**src/rtl/i2c_seq_pkg.sv**
```systemverilog
// ---------------------------------------------------------------------------
// i2c_seq_pkg
// Shared definitions for the I2C transaction sequencer:
//   - master op mode codes (as driven on m_mode)
//   - NACK stage codes reported on rsp_stage
//   - state enums for the sequencer FSM and the op issuer FSM
// ---------------------------------------------------------------------------
package i2c_seq_pkg;

   localparam logic [1:0] MODE_WRITE = 2'b00;
   localparam logic [1:0] MODE_START = 2'b01;
   localparam logic [1:0] MODE_STOP  = 2'b10;
   localparam logic [1:0] MODE_READ  = 2'b11;

   localparam logic [1:0] STG_ADDR_W = 2'd0;
   localparam logic [1:0] STG_REG    = 2'd1;
   localparam logic [1:0] STG_DATA   = 2'd2;
   localparam logic [1:0] STG_ADDR_R = 2'd3;

   typedef enum logic [3:0] {
      S_IDLE,
      S_START,
      S_ADDR_W,
      S_REG,
      S_WDATA,
      S_RSTART,
      S_ADDR_R,
      S_RDATA,
      S_STOP,
      S_RESP
   } seq_state_t;

   typedef enum logic [1:0] {
      I_IDLE,
      I_ISSUE,
      I_WAIT
   } iss_state_t;

endpackage

```
**src/rtl/i2c_op_issuer.sv**
```systemverilog
// ---------------------------------------------------------------------------
// i2c_op_issuer
// Runs the ISSUE/WAIT handshake for one byte-level master op at a time.
// Ports:
//   clk, reset        system clock, synchronous active-low reset
//   i_go              1-cycle request; mode/data captured, only honoured idle
//   i_mode, i_data    requested op mode and tx byte
//   i_m_ready         master can accept an op
//   i_m_done          master op-complete pulse
//   i_m_rx_data       master rx byte (bit0 = ACK after a write op)
//   o_m_enable        1-cycle op pulse to the master
//   o_m_mode          op mode, held stable from capture until the next request
//   o_m_tx_data       op tx byte, held stable likewise
//   o_op_done         op complete (combinational, same cycle as i_m_done)
//   o_op_ack          ACK bit sampled with o_op_done (1 = NACK)
//   o_op_rdata        rx byte sampled with o_op_done
//   o_state           issuer state, for debug
// ---------------------------------------------------------------------------
module i2c_op_issuer
   import i2c_seq_pkg::*;
(
   input  logic       clk,
   input  logic       reset,
   input  logic       i_go,
   input  logic [1:0] i_mode,
   input  logic [7:0] i_data,
   input  logic       i_m_ready,
   input  logic       i_m_done,
   input  logic [7:0] i_m_rx_data,
   output logic       o_m_enable,
   output logic [1:0] o_m_mode,
   output logic [7:0] o_m_tx_data,
   output logic       o_op_done,
   output logic       o_op_ack,
   output logic [7:0] o_op_rdata,
   output logic [1:0] o_state
);

   iss_state_t r_state;
   logic       r_enable;
   logic [1:0] r_mode;
   logic [7:0] r_data;

   always_ff @(posedge clk) begin
      if (!reset) begin
         r_state  <= I_IDLE;
         r_enable <= 1'b0;
         r_mode   <= MODE_WRITE;
         r_data   <= 8'h00;
      end else begin
         r_enable <= 1'b0;
         case (r_state)
            I_IDLE: begin
               if (i_go) begin
                  r_mode  <= i_mode;
                  r_data  <= i_data;
                  r_state <= I_ISSUE;
               end
            end
            I_ISSUE: begin
               if (i_m_ready) begin
                  r_enable <= 1'b1;
                  r_state  <= I_WAIT;
               end
            end
            I_WAIT: begin
               // A done in the enable cycle cannot belong to this op.
               if (i_m_done && !r_enable) r_state <= I_IDLE;
            end
            default: r_state <= I_IDLE;
         endcase
      end
   end

   assign o_m_enable  = r_enable;
   assign o_m_mode    = r_mode;
   assign o_m_tx_data = r_data;
   assign o_op_done   = (r_state == I_WAIT) && i_m_done && !r_enable;
   assign o_op_ack    = i_m_rx_data[0];
   assign o_op_rdata  = i_m_rx_data;
   assign o_state     = r_state;

endmodule

```
**src/rtl/i2c_txn_sequencer.sv**
```systemverilog
// ---------------------------------------------------------------------------
// i2c_txn_sequencer
// Turns one register command into a full I2C transaction on a byte-level
// master: write = START, addr+W, reg, N data, STOP; read = START, addr+W,
// reg, repeated START, addr+R, N data, STOP. Every written byte's ACK is
// checked; a NACK goes straight to STOP and is reported on rsp_err/rsp_stage.
// Optional build macro: I2C_SEQ_RETRY_EN -- on NACK, restart the latched
// command up to RETRY_MAX times provided no payload byte has moved yet.
// Ports:
//   clk, reset          system clock, synchronous active-low reset
//   cmd_*               command request (valid/ready), fields latched on accept
//   wdata*              write payload stream; wdata_ready pulses with m_enable
//   rdata, rdata_valid  read payload, one pulse per byte, no backpressure
//   rsp_*               end-of-transaction pulse and sticky status
//   m_*                 byte-level master op interface
// Handshakes: a transfer happens on a clock edge where valid and ready are
// both 1; a valid source holds its data stable until that edge.
// ---------------------------------------------------------------------------
module i2c_txn_sequencer
   import i2c_seq_pkg::*;
#(
   parameter int LEN_W     = 4,
   parameter int RETRY_MAX = 3
) (
   input  logic             clk,
   input  logic             reset,
   input  logic             cmd_valid,
   output logic             cmd_ready,
   input  logic             cmd_rw,
   input  logic [6:0]       cmd_dev_addr,
   input  logic [7:0]       cmd_reg_addr,
   input  logic [LEN_W-1:0] cmd_len,
   input  logic [7:0]       wdata,
   input  logic             wdata_valid,
   output logic             wdata_ready,
   output logic [7:0]       rdata,
   output logic             rdata_valid,
   output logic             rsp_valid,
   output logic             rsp_err,
   output logic [1:0]       rsp_stage,
   output logic [7:0]       m_tx_data,
   output logic [1:0]       m_mode,
   output logic             m_enable,
   input  logic [7:0]       m_rx_data,
   input  logic             m_done,
   input  logic             m_ready
);

`ifdef I2C_SEQ_RETRY_EN
   localparam bit RETRY_EN = 1'b1;
`else
   localparam bit RETRY_EN = 1'b0;
`endif
   localparam int RC_W = $clog2(RETRY_MAX + 2);

   seq_state_t       r_state;
   logic             r_rw;
   logic [6:0]       r_dev;
   logic [7:0]       r_reg;
   logic [LEN_W-1:0] r_cnt;
   logic             r_pending;
   logic             r_go;
   logic [1:0]       r_go_mode;
   logic [7:0]       r_go_data;
   logic             r_nack;
   logic [1:0]       r_stage;
   logic             r_moved;
   logic [RC_W-1:0]  r_retry_cnt;
   logic             r_cmd_ready;
   logic [7:0]       r_rdata;
   logic             r_rdata_valid;
   logic             r_rsp_valid;
   logic             r_rsp_err;
   logic [1:0]       r_rsp_stage;

   logic             w_op_done;
   logic             w_op_ack;
   logic [7:0]       w_op_rdata;
   logic             w_m_enable;
   logic [1:0]       w_iss_state;
   logic             w_op_state;
   logic             w_iss_ok;
   logic [1:0]       w_iss_mode;
   logic [7:0]       w_iss_data;
   logic             w_can_retry;

   // Op requested by the current state; WDATA waits for a payload byte.
   always_comb begin
      w_op_state = 1'b1;
      w_iss_ok   = 1'b1;
      w_iss_mode = MODE_WRITE;
      w_iss_data = 8'h00;
      case (r_state)
         S_START, S_RSTART: w_iss_mode = MODE_START;
         S_ADDR_W:          w_iss_data = {r_dev, 1'b0};
         S_REG:             w_iss_data = r_reg;
         S_WDATA: begin
            w_iss_data = wdata;
            w_iss_ok   = wdata_valid;
         end
         S_ADDR_R:          w_iss_data = {r_dev, 1'b1};
         S_RDATA:           w_iss_mode = MODE_READ;
         S_STOP:            w_iss_mode = MODE_STOP;
         default:           w_op_state = 1'b0;
      endcase
   end

   assign w_can_retry = RETRY_EN && r_nack && !r_moved && (int'(r_retry_cnt) < RETRY_MAX);

   always_ff @(posedge clk) begin
      if (!reset) begin
         r_state       <= S_IDLE;
         r_rw          <= 1'b0;
         r_dev         <= 7'h00;
         r_reg         <= 8'h00;
         r_cnt         <= '0;
         r_pending     <= 1'b0;
         r_go          <= 1'b0;
         r_go_mode     <= MODE_WRITE;
         r_go_data     <= 8'h00;
         r_nack        <= 1'b0;
         r_stage       <= STG_ADDR_W;
         r_moved       <= 1'b0;
         r_retry_cnt   <= '0;
         r_cmd_ready   <= 1'b1;
         r_rdata       <= 8'h00;
         r_rdata_valid <= 1'b0;
         r_rsp_valid   <= 1'b0;
         r_rsp_err     <= 1'b0;
         r_rsp_stage   <= 2'd0;
      end else begin
         r_go          <= 1'b0;
         r_rdata_valid <= 1'b0;
         r_rsp_valid   <= 1'b0;

         if (w_op_state && !r_pending && w_iss_ok) begin
            r_go      <= 1'b1;
            r_go_mode <= w_iss_mode;
            r_go_data <= w_iss_data;
            r_pending <= 1'b1;
            if (r_state == S_WDATA) r_moved <= 1'b1;
         end

         if (w_op_state && r_pending && w_op_done) begin
            r_pending <= 1'b0;
            case (r_state)
               S_START:  r_state <= S_ADDR_W;
               S_ADDR_W: begin
                  if (w_op_ack) begin
                     r_nack <= 1'b1; r_stage <= STG_ADDR_W; r_state <= S_STOP;
                  end else begin
                     r_state <= S_REG;
                  end
               end
               S_REG: begin
                  if (w_op_ack) begin
                     r_nack <= 1'b1; r_stage <= STG_REG; r_state <= S_STOP;
                  end else if (r_cnt == '0) begin
                     r_state <= S_STOP;
                  end else begin
                     r_state <= r_rw ? S_RSTART : S_WDATA;
                  end
               end
               S_WDATA: begin
                  r_cnt <= r_cnt - 1'b1;
                  if (w_op_ack) begin
                     r_nack <= 1'b1; r_stage <= STG_DATA; r_state <= S_STOP;
                  end else if (r_cnt == 1) begin
                     r_state <= S_STOP;
                  end
               end
               S_RSTART: r_state <= S_ADDR_R;
               S_ADDR_R: begin
                  if (w_op_ack) begin
                     r_nack <= 1'b1; r_stage <= STG_ADDR_R; r_state <= S_STOP;
                  end else begin
                     r_state <= S_RDATA;
                  end
               end
               S_RDATA: begin
                  r_rdata       <= w_op_rdata;
                  r_rdata_valid <= 1'b1;
                  r_moved       <= 1'b1;
                  r_cnt         <= r_cnt - 1'b1;
                  if (r_cnt == 1) r_state <= S_STOP;
               end
               S_STOP: begin
                  if (w_can_retry) begin
                     r_retry_cnt <= r_retry_cnt + 1'b1;
                     r_nack      <= 1'b0;
                     r_state     <= S_START;
                  end else begin
                     r_rsp_valid <= 1'b1;
                     r_rsp_err   <= r_nack;
                     r_rsp_stage <= r_nack ? r_stage : 2'd0;
                     r_state     <= S_RESP;
                  end
               end
               default: r_state <= S_IDLE;
            endcase
         end

         case (r_state)
            S_IDLE: begin
               if (cmd_valid && r_cmd_ready) begin
                  r_rw        <= cmd_rw;
                  r_dev       <= cmd_dev_addr;
                  r_reg       <= cmd_reg_addr;
                  r_cnt       <= cmd_len;
                  r_cmd_ready <= 1'b0;
                  r_rsp_err   <= 1'b0;
                  r_rsp_stage <= 2'd0;
                  r_nack      <= 1'b0;
                  r_moved     <= 1'b0;
                  r_retry_cnt <= '0;
                  r_state     <= S_START;
               end
            end
            S_RESP: begin
               r_cmd_ready <= 1'b1;
               r_state     <= S_IDLE;
            end
            default: ;
         endcase
      end
   end

   i2c_op_issuer u_issuer (
      .clk         (clk),
      .reset       (reset),
      .i_go        (r_go),
      .i_mode      (r_go_mode),
      .i_data      (r_go_data),
      .i_m_ready   (m_ready),
      .i_m_done    (m_done),
      .i_m_rx_data (m_rx_data),
      .o_m_enable  (w_m_enable),
      .o_m_mode    (m_mode),
      .o_m_tx_data (m_tx_data),
      .o_op_done   (w_op_done),
      .o_op_ack    (w_op_ack),
      .o_op_rdata  (w_op_rdata),
      .o_state     (w_iss_state)
   );

   // The payload byte is consumed in the cycle its write op is launched.
   assign wdata_ready = w_m_enable && (r_state == S_WDATA);
   assign m_enable    = w_m_enable;
   assign cmd_ready   = r_cmd_ready;
   assign rdata       = r_rdata;
   assign rdata_valid = r_rdata_valid;
   assign rsp_valid   = r_rsp_valid;
   assign rsp_err     = r_rsp_err;
   assign rsp_stage   = r_rsp_stage;

endmodule

```
**config.mk**
```make
export PLATFORM = sky130hd
export DESIGN_NAME = i2c_txn_sequencer
export DESIGN_NICKNAME = d
export VERILOG_FILES = /design/src/rtl/i2c_seq_pkg.sv /design/src/rtl/i2c_op_issuer.sv /design/src/rtl/i2c_txn_sequencer.sv
export SDC_FILE = /design/constraint.sdc
export NUM_CORES = 1
export LEC_CHECK = 0
export CAP_MARGIN = 5
export CORE_ASPECT_RATIO = 1.5
export CORE_MARGIN = 4
export CORE_UTILIZATION = 45
export CTS_CLUSTER_DIAMETER = 100
export DETAILED_ROUTE_END_ITERATION = 12
export GPL_TIMING_DRIVEN = 0
export PLACE_DENSITY = 0.84
export SYNTH_ARGS = -nofsm -noshare
export SYNTH_HDL_FRONTEND = slang
export SYNTH_SLANG_ARGS = --single-unit
export TNS_END_PERCENT = 100
```
**constraint.sdc**
```tcl
create_clock -name clk -period 1.6 [get_ports clk]
set_input_delay 0.4 -clock clk [delete_from_list [all_inputs] [get_ports clk]]
set_output_delay 0.4 -clock clk [all_outputs]
set_load 0.03 [all_outputs]
```
==> impl_metrics.toml, run 1 <==
[global_routing]
grt_pass1_vias = 2986
grt_max_degree = 13
grt_pass1_wl_um = 14040
grt_use_total_pct = 23.02
overflow = 0
antenna_found_initial = 0

[timing]
hold_viol = 0
final.min_clock_period_ns = 1.850
slew_headroom_pct = 52.15
setup_ws_ns = -0.2500
setup_violations = 41
fin_skew_ns = 0.006340
rsz0062_at_grt = "yes"
fmax_mhz = 540.5
period_share_pct = 115.6
maxSlewViolCount = 0
tightest_slew_ns = 0.7178

[place]
place_ws_ns = -0.7692
hpwl_um = 5826
gp_congestion = 0.9495
port_buffers = 66

[floorplan]
coreArea_um2 = 6262
dieArea_um2 = 7936
io_pins = 68
die_h_um = 107.1
chipWidth_um = 74.09
rows = 35
initial_core_util_pct = 47.07

[worst_setup_path]
r2r_start = "r_state[0]"
worstPathArrival_ns = 1.45
crit_start = "r_state[0]"
ff2ff_setup_slack_ns = -0.23
worst_ep_required_time_ns = 1.20
crit_path_max_fanout = 7
r2r_cells = 8
critical_path_class = "reg2out"
end_kind = "output port"
cp-start-kind = "flip-flop"
worstReg2RegEnd = "r_dev[2]"

[power_and_ir_drop]
p_per_area_nw_per_um2 = 919.8
total_power_uw = 4235
vdd_drop_max_mv = 0.6188
power_leakage_uw = 0.001864

[status]
status = "finished, violations left"
violations = "negative setup slack"

[drt]
ant_nets = 0
wl_um = 9930
drc_errors = 0
wire_per_inst_um = 18.77
drtPass1Iterations = 8
vias = 3108
drtIter0Drc = 218
avgViaCountPerCell = 5.875

[finish]
finalNetCount = 495
nFillCells = 442
area_delta_synth_final_pct = 56.20
register_area_um2 = 1339
layout-drive-gt1-share_pct = 29.01
insertedDiodeCount = 0
multi_input_area_um2 = 1750

[logic_synthesis]
yosys.area.top_type = "dfxtp_1"
syn_area_um2 = 2948
synth_ff_type = "dfxtp_1"
synth.avg_cell_area_um2 = 8.594
yosys_warnings = 0
synthTopCellsByArea = "dfxtp_1 45%, mux2i_1 6.5%, nand2_1 5.9%"
async_flop_share_pct = 0
synth_edf_count = 0
ys_seq_area_share_pct = 44.82
synth_top_area_share_pct = 44.82
synth_cell_types = 52
syn_inst = 343
ys_ff_latch = 66
syn-num-nets = 388

[min_path]
holdPathEnd = "r_dev[5]"
min_path_cells = 2
hp-start = "r_dev[5]"
hold_path_class = "reg2reg"

[cts]
numCtsBuffers = 9
clock-sinks = 66
htreeDepth = 3
cts_tree = "yes"
clk_latency_ns = 0.36
root_buffer = "clkbuf_8"
ctsHoldBuffers = 0
clk_pin_slew_ns = 0.08
clk_path_buf_depth = 2

[flow_run]
cap_viol_max_count = 0
[timing repair]
item | in CTS | in global routing
setup buffers | 20 | 9
endpoints found under the setup margin | 77 | 52
gates resized for setup | 102 | 67
pin swaps | 10 | 22
hold endpoints to repair | 0 | 0
gates cloned | 3 | 1
[worst max-delay path, stage by stage (launching register included)]
cell and delay, ns:
dfxtp_4 0.38, buf_8 0.14, buf_8 0.13, nor2_4 0.12, and3_4 0.19, buf_6 0.13
[cell type report]
| class | instances | area share (%) |
|---|---|---|
| buffer | 22 | 4.728 |
| clock buffer | 10 | 2.989 |
| clock inverter | 6 | 2.446 |
| inverter | 6 | 0.4891 |
| multi-input combinational | 246 | 38.02 |
| sequential | 66 | 29.08 |
| tap | 74 | 2.011 |
| timing repair buffer | 99 | 20.24 |
[layout by cell type, fill, tap and decap left out, drive strengths merged, types with 8 or more instances in the layout]
cell type,synthesis,final
dfxtp,66,66
nand2,46,46
buf,6,40
clkdlybuf4s50,0,38
a21oi,28,28
clkbuf,19,27
dlygate4sd2,0,26
nor2,26,26
o21ai,25,25
mux2i,19,19
o21bai,8,8
[per-layer routing]
metal / track usage [%] / vias to the layer above / routed length [um]
met5: 0 / - / 0
met4: 11.79 / 0 / 447
met1: 26.11 / 1459 / 3663
met2: 39.28 / 167 / 5107
li1: - / 1436 / -
met3: 5.066 / 46 / 711
[cells by family after synthesis]
family / share of synthesized area (%)
buffers and inverters: 4.372
AOI/OAI and AO/OA: 20.54
and+or+nand+nor: 21.56
muxes: 6.834
xor gates and xnor gates: 0.5943
adders and majority gates: 1.273
DFF: 44.82
[synthesized netlist by cell type, types with 4 or more instances]
master and n:
a211oi_1 4, a21oi_1 28, a22oi_1 6, and2_1 4, buf_2 4, clkbuf_1 19, dfxtp_1 66, inv_1 5
mux2i_1 19, nand2_1 46, nand2b_1 6, nand3_1 5, nor2_1 26, nor2b_1 5, nor3_1 7, nor3b_1 4
o21ai_0 25, o21bai_1 8, o311a_1 7, or3_1 4
[stage by stage]
stage                     hold WS [ns]  utilization (%)  setup TNS [ns]  cell area [um^2]  instances
after floorplan                 0.4319                -         -0.5520              2973        343
final                           0.4617            73.53          -5.420              4604        529
after global placement          0.4418            59.50          -17.83              3726        483
after CTS                       0.4480            69.01          -1.736              4322        520
after detailed placement        0.4503            59.50          -18.43              3726        483
after global routing            0.4861            73.53          -8.117              4604        529
[power breakdown]
group | internal [uW] | switching [uW] | total, uW
registers | 1720 | 54.6 | 1770
clock network | 1080 | 696 | 1780
logic | 351 | 335 | 686
[how the worst max path moves through the flow]
stage / end / slack [ns]
floorplan: r_go_data[0] / -0.1
global placement: wdata_ready / -0.73
detailed placement: wdata_ready / -0.77
CTS: wdata_ready / -0.22
global route: r_dev[2] / -0.31
finish: wdata_ready / -0.25
(Power assumes the default switching activity.)
==> inputs of run 2 (changes only) <==
==> constraint.sdc (replaced) <==
create_clock -name clk -period 1.6 [get_ports clk]
set_input_delay 0.4 -clock clk [delete_from_list [all_inputs] [get_ports clk]]
set_output_delay 0.4 -clock clk [all_outputs]
set_load 0.1 [all_outputs]
==> run 2 against run 1 <==
  * The run still ends with negative setup slack left
  * Total power down 9.8%
  * Final cell count down 1.1%
  * Wire length is 12% lower
  * Combinational power decreased by 7.1%
  * Critical path type unchanged
  * Fmax is 0.18% higher
  * First-iteration DRC count decreased by 17%
  * Largest cell class unchanged
  * Register-to-register slack better by 0.02 ns
  * Count of clock-buffer cells in the layout down 1
==> impl_metrics.toml, run 2 (same netlist as run 1, synthesis figures left out) <==
[finish]
final_common_cell = "dfxtp_1"
layout-drive-gt1-share_pct = 29.18
nFillCells = 519
final_cell_count_no_fill = 523
finalNetCount = 489
fin_util_pct = 68.73
most-common-layout-cells = "56 x dfxtp_1, 45 x nand2_1, 38 x clkdlybuf4s50_1"
insertedDiodeCount = 0
area_delta_synth_final_pct = 46.01

[worst_setup_path]
critPathSlowestCell = "dfxtp_4"
crit_cells = 5
crit_path_max_fanout = 7
crit_top_cell = "buf_8"
r2r_start = "r_state[1]"
worstReg2RegEnd = "r_go_mode[0]"
critical_path_class = "reg2out"
setup.worst_path.end = "wdata_ready"
end_kind = "output port"
crit_start = "r_state[0]"
r2r_cells = 5
worstPathArrival_ns = 1.45
worst_ep_required_time_ns = 1.20
critical-path-top-delay-family = "buffers and inverters"
cp-start-kind = "flip-flop"
max_stage_delay_ns = 0.37
path_buf_inv = 3
crit_chain = "buf_8 -> buf_8 -> nor2_4 -> and3_4 -> buf_12"
ff2ff_setup_slack_ns = -0.21

[global_routing]
grt_use_met1_pct = 25.74
grt_use_total_pct = 22.48
top_usage_layer = "met2"
grtUsageMet2_pct = 40.29
antenna_found_initial = 0
grt_pass1_wl_um = 13770
use_met3_pct = 4.784
overflow = 0
grt_pass1_vias = 2899
grt_max_degree = 14

[floorplan]
dieArea_um2 = 7936
rows = 35
coreArea_um2 = 6262
die_h_um = 107.1
io_pins = 68
chipWidth_um = 74.09
initial_core_util_pct = 47.07

[place]
hpwl_um = 5852
port_buffers = 66
gp_congestion = 0.9734
placed_cells = 483

[min_path]
min_path_cells = 2
hold_path_class = "reg2reg"

[timing]
fin_skew_ns = 0.006570
period_share_pct = 115.4
fmax_mhz = 541.5
maxSlewViolCount = 0
final.min_clock_period_ns = 1.847
rsz0062_at_grt = "yes"
setup_violations = 34
slew_headroom_pct = 64.97
tightest_slew_ns = 0.5254
hold_viol = 0
setup_ws_ns = -0.2466

[drt]
drtPass1Iterations = 4
wl_um = 8702
avgViaCountPerCell = 5.614
drc_errors = 0
wire_per_inst_um = 16.64
ant_nets = 0
vias = 2936
drtIter0Drc = 180

[status]
violations = "negative setup slack"
status = "finished, violations left"

[cts]
clk_pin_slew_ns = 0.08
ctsHoldBuffers = 0
clk_latency_ns = 0.34
htreeDepth = 3
clock-sinks = 66
root_buffer = "clkbuf_8"
clk_path_buf_depth = 2
cts_tree = "yes"
numCtsBuffers = 9

[power_and_ir_drop]
power_leakage_uw = 0.001695
p_per_area_nw_per_um2 = 887.8
vdd_drop_max_mv = 0.6672

[flow_run]
cap_viol_max_count = 0
-- run 2: cell types whose count changed in the layout (fill, tap and decap cells not counted), sizes merged --
cell	previous run	this run
dlygate4sd2	26	2
inv	6	7
bufinv	3	1
clkbuf	27	23
buf	40	61
clkinv	3	5
-- run 2: metrics by stage --
stage / total power (uW) / instance area (um^2) / hold WS [ns] / TNS (ns) / setup WS, ns
after CTS: 3763 / 4161 / 0.4550 / -3.668 / -0.2478
after detailed placement: 2314 / 3757 / 0.4498 / -23.70 / -1.116
final: 3821 / 4304 / 0.4555 / -2.597 / -0.2466
after floorplan: 2112 / 3004 / 0.4319 / -0.7538 / -0.1623
after global routing: 3971 / 4304 / 0.4895 / -5.869 / -0.2854
after global placement: 2303 / 3757 / 0.4430 / -23.47 / -1.095
-- run 2: worst min-delay path, delay by kind of cell, from the launching register on --
family	cells	cell delay, ns
AOI/OAI and AO/OA	1	0.05
DFF	1	0.31
and+or+nand+nor	1	0.05
-- run 2: final cells by class --
cell class / count / area, um^2 / share of cell area [%]
Sequential cell: 66 / 1344 / 31.22
Timing Repair Buffer: 92 / 782.0 / 18.17
Multi-Input combinational cell: 246 / 1663 / 38.63
Buffer: 23 / 198.9 / 4.622
Tap cell: 74 / 92.59 / 2.151
Clock buffer: 9 / 123.9 / 2.878
Clock inverter: 7 / 77.57 / 1.802
Inverter: 6 / 22.52 / 0.5233
-- run 2: what timing repair did --
action                                  in CTS  in global routing
buffers inserted                            15                  7
gates resized for setup                    198                 29
endpoints found under the setup margin      79                 51
hold endpoints to repair                     0                  0
pin swaps                                   13                  8
gates cloned                                 3                  1
-- run 2: worst min-delay path by stage --
stage	start	end	slack (ns)
2_1_floorplan	r_reg[6]	r_reg[6]	0.43
3_3_place_gp	r_dev[1]	r_dev[1]	0.44
3_5_place_dp	r_reg[6]	r_reg[6]	0.45
4_1_cts	r_reg[6]	r_reg[6]	0.46
5_1_grt	r_stage[0]	rsp_stage[0]	0.49
6_report	r_reg[6]	r_reg[6]	0.46
-- run 2: per-layer routing --
layer / part of all wire (%) / vias to the layer above
li1: - / 1427
met3: 5.0 / 18
met1: 39 / 1400
met5: 0 / -
met4: 2.6 / 0
met2: 54 / 91
-- run 2: power breakdown --
part	switching, uW	leakage [uW]	internal [uW]
Clock	686	0.000105	735
Sequential	50.9	0.000542	1710
Combinational	328	0.00105	308
Total	1070	0.00170	2760
